File: config.mk
export PLATFORM = sky130hd
export DESIGN_NAME = apb_master_nslv
export DESIGN_NICKNAME = d
export VERILOG_FILES = /design/src/rtl/apb_master_pkg.sv /design/src/rtl/apb_addr_decode.sv /design/src/rtl/apb_master_nslv.sv
export SDC_FILE = /design/constraint.sdc
export NUM_CORES = 1
export LEC_CHECK = 0
export CAP_MARGIN = 20
export CORE_MARGIN = 4
export CORE_UTILIZATION = 38
export CTS_CLUSTER_SIZE = 24
export DETAILED_ROUTE_END_ITERATION = 7
export PLACE_DENSITY = 0.74
export SYNTH_ARGS = -nofsm -noshare
export SYNTH_HDL_FRONTEND = slang
export SYNTH_SLANG_ARGS = --single-unit
File: constraint.sdc
create_clock -name PCLK -period 2 [get_ports PCLK]
set_clock_uncertainty 0.05 [all_clocks]
set_input_delay 0.5 -clock PCLK [delete_from_list [all_inputs] [get_ports PCLK]]
set_output_delay 0.5 -clock PCLK [all_outputs]
set_load 0.05 [all_outputs]
File: src/rtl/apb_master_pkg.sv
// apb_master_pkg: shared states, response codes and select-width helper for the APB master.
package apb_master_pkg;

    typedef enum logic [1:0] {IDLE, SETUP, ACCESS, RESP} apb_state_e;

    typedef enum logic [1:0] {STS_OKAY, STS_SLVERR, STS_DECERR, STS_TIMEOUT} apb_status_e;

    function automatic int sel_w(input int n);
        return (n > 1) ? $clog2(n) : 1;
    endfunction

endpackage

File: src/rtl/apb_addr_decode.sv
// apb_addr_decode: maps the top address bits to a slave index and flags unmapped slots.
module apb_addr_decode import apb_master_pkg::*; #(
    parameter int AW = 9,
    parameter int NUM_SLV = 2,
    localparam int SELW = sel_w(NUM_SLV)
) (
    input  logic [AW-1:0]   addr,
    output logic [SELW-1:0] idx,
    output logic            dec_err
);

    assign idx     = addr[AW-1 -: SELW];
    assign dec_err = int'(idx) >= NUM_SLV;

endmodule

File: src/rtl/apb_master_nslv.sv
// apb_master_nslv: request/response to APB3 bridge for NUM_SLV slaves with
// address decode, wait states, slave errors and a wait-state timeout.
module apb_master_nslv import apb_master_pkg::*; #(
    parameter int AW = 9,
    parameter int DW = 8,
    parameter int NUM_SLV = 2,
    parameter int TIMEOUT = 16
) (
    input  logic                  PCLK,
    input  logic                  PRESETn,
    input  logic                  req_valid,
    output logic                  req_ready,
    input  logic                  req_write,
    input  logic [AW-1:0]         req_addr,
    input  logic [DW-1:0]         req_wdata,
    output logic                  rsp_valid,
    output logic [DW-1:0]         rsp_rdata,
    output logic [1:0]            rsp_status,
    output logic [AW-1:0]         PADDR,
    output logic [NUM_SLV-1:0]    PSEL,
    output logic                  PENABLE,
    output logic                  PWRITE,
    output logic [DW-1:0]         PWDATA,
    input  logic [NUM_SLV*DW-1:0] PRDATA,
    input  logic [NUM_SLV-1:0]    PREADY,
    input  logic [NUM_SLV-1:0]    PSLVERR
);

    localparam int SELW = sel_w(NUM_SLV);
    localparam int CW   = (TIMEOUT > 0) ? $clog2(TIMEOUT + 1) : 1;

    apb_state_e      state, state_n;
    apb_status_e     status_q, status_n;
    logic [SELW-1:0] idx_q, dec_idx;
    logic            dec_err;
    logic [CW-1:0]   cnt, cnt_inc;
    logic            sel_ready, sel_err, accept;
    logic [DW-1:0]   sel_rdata;

    apb_addr_decode #(.AW(AW), .NUM_SLV(NUM_SLV)) u_dec (
        .addr    (req_addr),
        .idx     (dec_idx),
        .dec_err (dec_err)
    );

    assign accept    = (state == IDLE) && req_valid;
    assign sel_ready = PREADY[idx_q];
    assign sel_err   = PSLVERR[idx_q];
    assign sel_rdata = PRDATA[int'(idx_q)*DW +: DW];
    assign cnt_inc   = (&cnt) ? cnt : cnt + 1'b1;

    always_comb begin
        state_n  = state;
        status_n = status_q;
        case (state)
            IDLE: if (req_valid) begin
                state_n  = dec_err ? RESP : SETUP;
                status_n = dec_err ? STS_DECERR : STS_OKAY;
            end
            SETUP: state_n = ACCESS;
            ACCESS: if (sel_ready) begin
                state_n  = RESP;
                status_n = sel_err ? STS_SLVERR : STS_OKAY;
            end else if (TIMEOUT != 0 && int'(cnt_inc) == TIMEOUT) begin
                state_n  = RESP;
                status_n = STS_TIMEOUT;
            end
            default: state_n = IDLE;
        endcase
    end

    always_ff @(posedge PCLK or negedge PRESETn) begin
        if (!PRESETn) begin
            state     <= IDLE;
            status_q  <= STS_OKAY;
            idx_q     <= '0;
            cnt       <= '0;
            PADDR     <= '0;
            PWRITE    <= 1'b0;
            PWDATA    <= '0;
            rsp_rdata <= '0;
        end else begin
            state    <= state_n;
            status_q <= status_n;
            cnt      <= accept ? '0 : (state == ACCESS && !sel_ready) ? cnt_inc : cnt;
            // a decode error never reaches the bus, so the bus keeps its previous address
            if (accept && !dec_err) begin
                idx_q  <= dec_idx;
                PADDR  <= req_addr;
                PWRITE <= req_write;
                PWDATA <= req_wdata;
            end
            if (accept)
                rsp_rdata <= '0;
            else if (state == ACCESS && sel_ready && !sel_err && !PWRITE)
                rsp_rdata <= sel_rdata;
        end
    end

    always_comb begin
        PSEL = '0;
        for (int i = 0; i < NUM_SLV; i++)
            PSEL[i] = (state == SETUP || state == ACCESS) && int'(idx_q) == i;
    end

    assign PENABLE    = state == ACCESS;
    assign req_ready  = state == IDLE;
    assign rsp_valid  = state == RESP;
    assign rsp_status = status_q;

    a_paddr_known: assert property (@(posedge PCLK) disable iff (!PRESETn)
        (|PSEL) |-> !$isunknown(PADDR));
    a_psel_onehot: assert property (@(posedge PCLK) disable iff (!PRESETn)
        $onehot0(PSEL));
    a_penable_after_setup: assert property (@(posedge PCLK) disable iff (!PRESETn)
        $rose(PENABLE) |-> $past(state == SETUP));

endmodule

**After elaboration in Yosys (flattened, before gate mapping)**

Index checks and enable logic that the tools add are counted.

- Output and inout bits: 33
- Input bits: 41
- Bits in registers: 36

- Multiplexer cells: 17
- Magnitude comparators: 1
- Equal/unequal tests: 6
- Shift-type cells: 1
- Reductions and logical operators: 18
- Bitwise logic cells: 1
- Add/subtract/negate cells: 1

Operators by type and width:

| cell | number |
|---|---|
| two-way mux 8 bit | 2 |
| variable part select 16 x 5 -> 8 bit | 1 |
| two-way mux 5 bit | 3 |
| two-way mux 2 bit | 5 |
| logical AND 1 bit | 7 |
| case mux 2 bit (3 select lines) | 1 |
| nonzero test 2 bit | 3 |
| adder 5 x 1 -> 5 bit (second input constant) | 1 |
| == test 5 bit (second input constant) | 1 |
| two-way mux 1 bit | 5 |
| AND reduction 5 bit | 1 |
| == test 2 bit (second input constant) | 2 |
| case mux 2 bit (2 select lines) | 1 |
| logical NOT 1 bit | 3 |
| != test 3 x 1 -> 1 bit (second input constant) | 1 |
| AND reduction 3 bit | 1 |
| == test 2 x 1 -> 1 bit (second input constant) | 1 |
| logical NOT 2 bit | 1 |
| < comparator 1 x 2 -> 1 bit (second input constant) | 1 |
| != test 2 bit (second input constant) | 1 |
| AND reduction 2 bit | 1 |
| logical OR 1 bit | 1 |
| inverter 1 bit | 1 |

**Logic depth before layout (Yosys ltp)**

- Depth in word-level cells: 7
- Mapped depth: 7

**Cells and area by module**

Synthesis repeated with hierarchy kept, for this count alone.

- Cells, all modules: 151
- Area total of the unflattened synthesis: 1,819.2 um^2

Modules (own cells, without submodules):

| module | cells an instance | area each (um^2) | instances | seq. area each (um^2) |
|---|---|---|---|---|
| apb_master_nslv | 148 | 1,800.5 | 1 | 900.9 |
| apb_addr_decode | 3 | 18.8 | 1 | 0.0 |

**Worst setup path before layout**

No wires, ideal clock.

- Path type: flip-flop to flip-flop
- From: register state[0]
- To: register rsp_rdata[5]
- Setup slack: -0.071 ns
- Arrival time: 1.935 ns
- Required time: 1.863 ns
- Cell stages (with the launch flop): 8
- Clock period less this slack: 2.071 ns
- Path through: dfrtp_1 inv_1 ha_1 inv_1 a211oi_4 buf_6 nor2_1 a211oi_2

- Longest elaborated chain between the ends: 5
- Elaborated cells between the ends (all ways): 8

RTL lines:

| what | RTL line | text |
|---|---|---|
| from (decl) | apb_master_nslv.sv:32 | `apb_state_e state, state_n;` |
| from (signal assigned) | apb_master_nslv.sv:83 | `state <= state_n;` |
| == test 2 bit | n/a |  |
| named net PENABLE | apb_master_nslv.sv:21 | `output logic PENABLE,` |
| logical AND 1 bit (3 in a row) | apb_master_nslv.sv:95 | `else if (state == ACCESS && sel_ready && !sel_err && !PWRITE)` |
| nonzero test 2 bit (no source line) | n/a |  |
| to (signal assigned) | apb_master_nslv.sv:96 | `rsp_rdata <= sel_rdata;` |
| to (decl) | apb_master_nslv.sv:17 | `output logic [DW-1:0] rsp_rdata,` |

The timed path passes the listed nets, and every way through them passes these cells.
A chain may end at the register's enable or synchronous reset.

**Final worst setup path**

- From: input PSLVERR[0]
- To: register rsp_rdata[4]

- Longest elaborated chain between the ends: 6

RTL lines:

| what | RTL line | text |
|---|---|---|
| from (decl) | apb_master_nslv.sv:26 | `input logic [NUM_SLV-1:0] PSLVERR` |
| two-way mux 1 bit (implied by the code) (2 in a row) | apb_master_nslv.sv:48 | `assign sel_err = PSLVERR[idx_q];` |
| logical NOT 1 bit | apb_master_nslv.sv:95 |  |
| logical AND 1 bit (2 in a row) | apb_master_nslv.sv:95 |  |
| nonzero test 2 bit (no source line) | n/a |  |

Every way passes these cells. The select of a mux whose other input is x is not followed.

==> impl_summary.log <==
[metrics] Chip Width: 74.65 microns
[metrics] sequential cell area: 875.8 sq um
[metrics] count of routing violations after the opening detailed-route iteration: 61
[metrics] critical path's top delay family: buffers and inverters
[metrics] total overflow reported by the global router: 0
[metrics] class of the tightest hold or removal check: input port to async pin
[metrics] number of flip-flops and latches in the synthesized netlist: 35
[metrics] area share of the leading cell type in the synthesized netlist: 51.89%
[metrics] CTS Sinks: 35
[metrics] Clock Path Buffers: 2
[metrics] static leakage: 0.001256 uW
[metrics] per-cell routed wire length: 13.34 microns
[metrics] Skew-Pair Late Insertion Delay: 280 ps
[metrics] worst endpoint required time: 2130 ps
[metrics] cell taking the most area after synthesis: sky130_fd_sc_hd__dfrtp_1
[metrics] post-route fraction of the period consumed by the critical path: 95.87%
[metrics] Final ANT Viol Nets: 0
[metrics] data arrival time of the critical path: 2050 ps
[metrics] Floorplan Core Area: 4144 sq um
[metrics] number of max-capacitance violations reported: 0
[metrics] count of hold-fix buffers inserted at cts: 0
[metrics] height of the chip: 74.65 microns
[metrics] total number of yosys warnings: 0
[metrics] longest individual stage delay on the worst path: 400 ps
[metrics] IO Port Bufs: 73
[metrics] pin count of the biggest net entering global routing: 36
[metrics] number of enable-type register cells in the synthesized netlist: 0
[metrics] Starting Density: 40.73%
[metrics] multi-input logic area: 759.5 sq um
[metrics] Filler cells: 367
[metrics] ant diodes: 0
[metrics] commonest cells after routing, fill and taps aside: sky130_fd_sc_hd__nand2_1 (58), sky130_fd_sc_hd__clkdlybuf4s50_1 (38), sky130_fd_sc_hd__buf_4 (36)
[metrics] Vias: 1,485
[metrics] kind of end point of the critical path: flip-flop
[metrics] crit path launch type: input port
[metrics] share of the yosys chip area belonging to registers: 51.89%
[metrics] number of clock buffers inserted by TritonCTS: 5
[metrics] vias in the first global route: 1,431
[metrics] Post-Layout Inst Area: 2631 sq um
[metrics] WS Path Type: input port to flip-flop
[metrics] Final Max Slew Viols: 0
[metrics] Boundary Pins: 74
[metrics] buffer and inverter count on the worst path: 2
[metrics] die area: 5572 sq um
[metrics] Synth cell types: 36
[metrics] crit-path cells: clkdlybuf4s50_1 -> or3b_4 -> a211oi_4 -> buf_12 -> nor2_1 -> a211oi_1
[metrics] outcome: finished clean
[metrics] Slowest cell on crit path: sky130_fd_sc_hd__clkdlybuf4s50_1
[metrics] ys async rst share: 100.0%
[metrics] actual transition at the worst max-transition pin: 442.9 ps
[metrics] Final Hold Vio Count: 0
[metrics] Syn Inst Count: 176
[metrics] top cells by area in the synthesized netlist: sky130_fd_sc_hd__dfrtp_1 (52%), sky130_fd_sc_hd__nand2_1 (13%), sky130_fd_sc_hd__mux2i_1 (6.5%), sky130_fd_sc_hd__nor2_1 (3.1%), sky130_fd_sc_hd__ha_1 (3.0%)
[metrics] share of final-layout standard cells stronger than drive strength 1: 24.32%
[metrics] Worst Hold Slack: 188.0 ps
[metrics] root cell of the clock tree: sky130_fd_sc_hd__clkbuf_8
[metrics] overall fraction of global-route tracks in use: 14.96%
[metrics] Avg Cell Area, Syn: 9.590 sq um
[metrics] number of antenna violations at the first check in global routing: 0
[metrics] clock-pin slew on the worst setup and hold paths: 70 ps
[metrics] Max Fanout on Critical Path: 8
[metrics] maximum clock rate: 0.5216 GHz
[metrics] weighted congestion reported at the end of routability-driven placement: 0.8260
[metrics] placed standard-cell area: 2501 sq um
[metrics] synthesized area: 1688 sq um
[metrics] clock tree from TritonCTS: done
[metrics] global-route wire length before repair: 6.382 mm
[metrics] total power divided by cell area: 1774 nW/um^2
[metrics] final setup vio count: 0
[metrics] Via-to-Cell Ratio: 4.806
[metrics] commonest non-fill, non-tap cell in the layout: sky130_fd_sc_hd__nand2_1
[metrics] number of H-tree branching levels: 2
[metrics] peak supply drop: 0.8723 mV
[metrics] TritonRoute pass-1 iters: 4
[metrics] Synth Net Count: 221
[metrics] placed wire-length estimate after detailed placement: 2.916 mm
[metrics] num rows: 23
[metrics] total DRC errors in the routed layout: 0
[metrics] area overhead of the layout relative to synthesis: 55.89%
[metrics] Worst slew margin: 70.47%
[metrics] Layout Nets: 303
[metrics] Most used DFF post-synth: sky130_fd_sc_hd__dfrtp_1
[metrics] post-layout minimum cycle time: 1917 ps
[metrics] WL final: 4.122 mm
==> report_power, final <==
group	internal, uW	switching, uW	total [uW]
registers	1010	206	1220
clock network	244	231	475
logic	1110	1870	2970
total	2360	2300	4670
==> routing by layer <==
metal	global-route usage (%)	routed length, microns
met4	4.743	30
met3	4.940	249
met1	18.85	1830
met5	0	0
met2	24.49	2011
==> cell usage after synthesis (all sizes together) (2+ instances only) <==
| library cell | instances |
|---|---|
| a21oi | 4 |
| nand3 | 2 |
| buf | 5 |
| nand2 | 58 |
| mux2i | 11 |
| o21ai | 2 |
| nor3 | 2 |
| a211oi | 9 |
| inv | 5 |
| nor2 | 14 |
| clkbuf | 4 |
| ha | 4 |
| and2 | 3 |
| nand3b | 2 |
| dfrtp | 35 |
==> cell families (layout without fill, tap and decap cells) <==
| kind of cell | count (synthesis) | in the layout | synth area share (%) |
|---|---|---|---|
| XOR/XNOR | 1 | 1 | 0.5190 |
| flip-flops | 35 | 35 | 51.89 |
| AO/OA/AOI/OAI | 21 | 21 | 10.08 |
| AND/OR/NAND/NOR | 89 | 89 | 23.13 |
| adder cells (fa/ha/maj) | 4 | 4 | 2.965 |
| buffers and inverters | 14 | 97 | 4.225 |
| multiplexers | 12 | 12 | 7.191 |
==> final timing paths <==
kind / endpoint / cells past startpoint / slack (ps) / from
max: rsp_rdata[4]$_DFFE_PN0P_ / 6 / 80 / PSLVERR[0]
min: PADDR[0]$_DFFE_PN0P_ / 2 / 190 / PRESETn
max reg2reg: state[1]$_DFFE_PN0P_ / 5 / 80 / cnt[0]$_DFFE_PN0P_
min reg2reg: PADDR[2]$_DFFE_PN0P_ / 2 / 430 / PADDR[2]$_DFFE_PN0P_
max in group asynchronous: cnt[0]$_DFFE_PN0P_ / 2 / 1390 / PRESETn
min in group PCLK: PADDR[2]$_DFFE_PN0P_ / 2 / 430 / PADDR[2]$_DFFE_PN0P_
==> registers in the layout, summed over array words and instances (netlist names) <==
name        flops
rsp_status      2
rsp_rdata       8
PWDATA          8
cnt             5
PWRITE          1
PADDR           9
state           2
==> layout make-up <==
class                   instances  share of cell area (%)
clock buffers                   7                   2.901
clock inverters                 1                  0.1902
inverters                       5                  0.7133
multi-input cells             127                   28.86
flip-flops and latches         35                   33.29
well taps                      50                   2.378
repair buffers                 84                   31.67
==> metrics by stage <==
step | worst slack (ps) | setup TNS [ps] | power [uW] | cells | utilization (%)
final | 82.69 | 0 | 4668 | 309 | 63.50
after global routing | -17.97 | -17.97 | 4933 | 309 | 63.50
after CTS | 63.83 | 0 | 4666 | 307 | 62.32
after detailed placement | -260.2 | -2067 | 4176 | 299 | 60.36
after global placement | -199.9 | -1886 | 4135 | 299 | 60.36
after floorplan | 64.58 | 0 | 3131 | 176 | -
==> repair_timing <==
action / 4_1_cts / 5_1_grt
setup buffers: 0 / 1
resized for setup: 0 / 4
setup endpoints to repair: 0 / 8
Power figures use the tool's default switching activity.
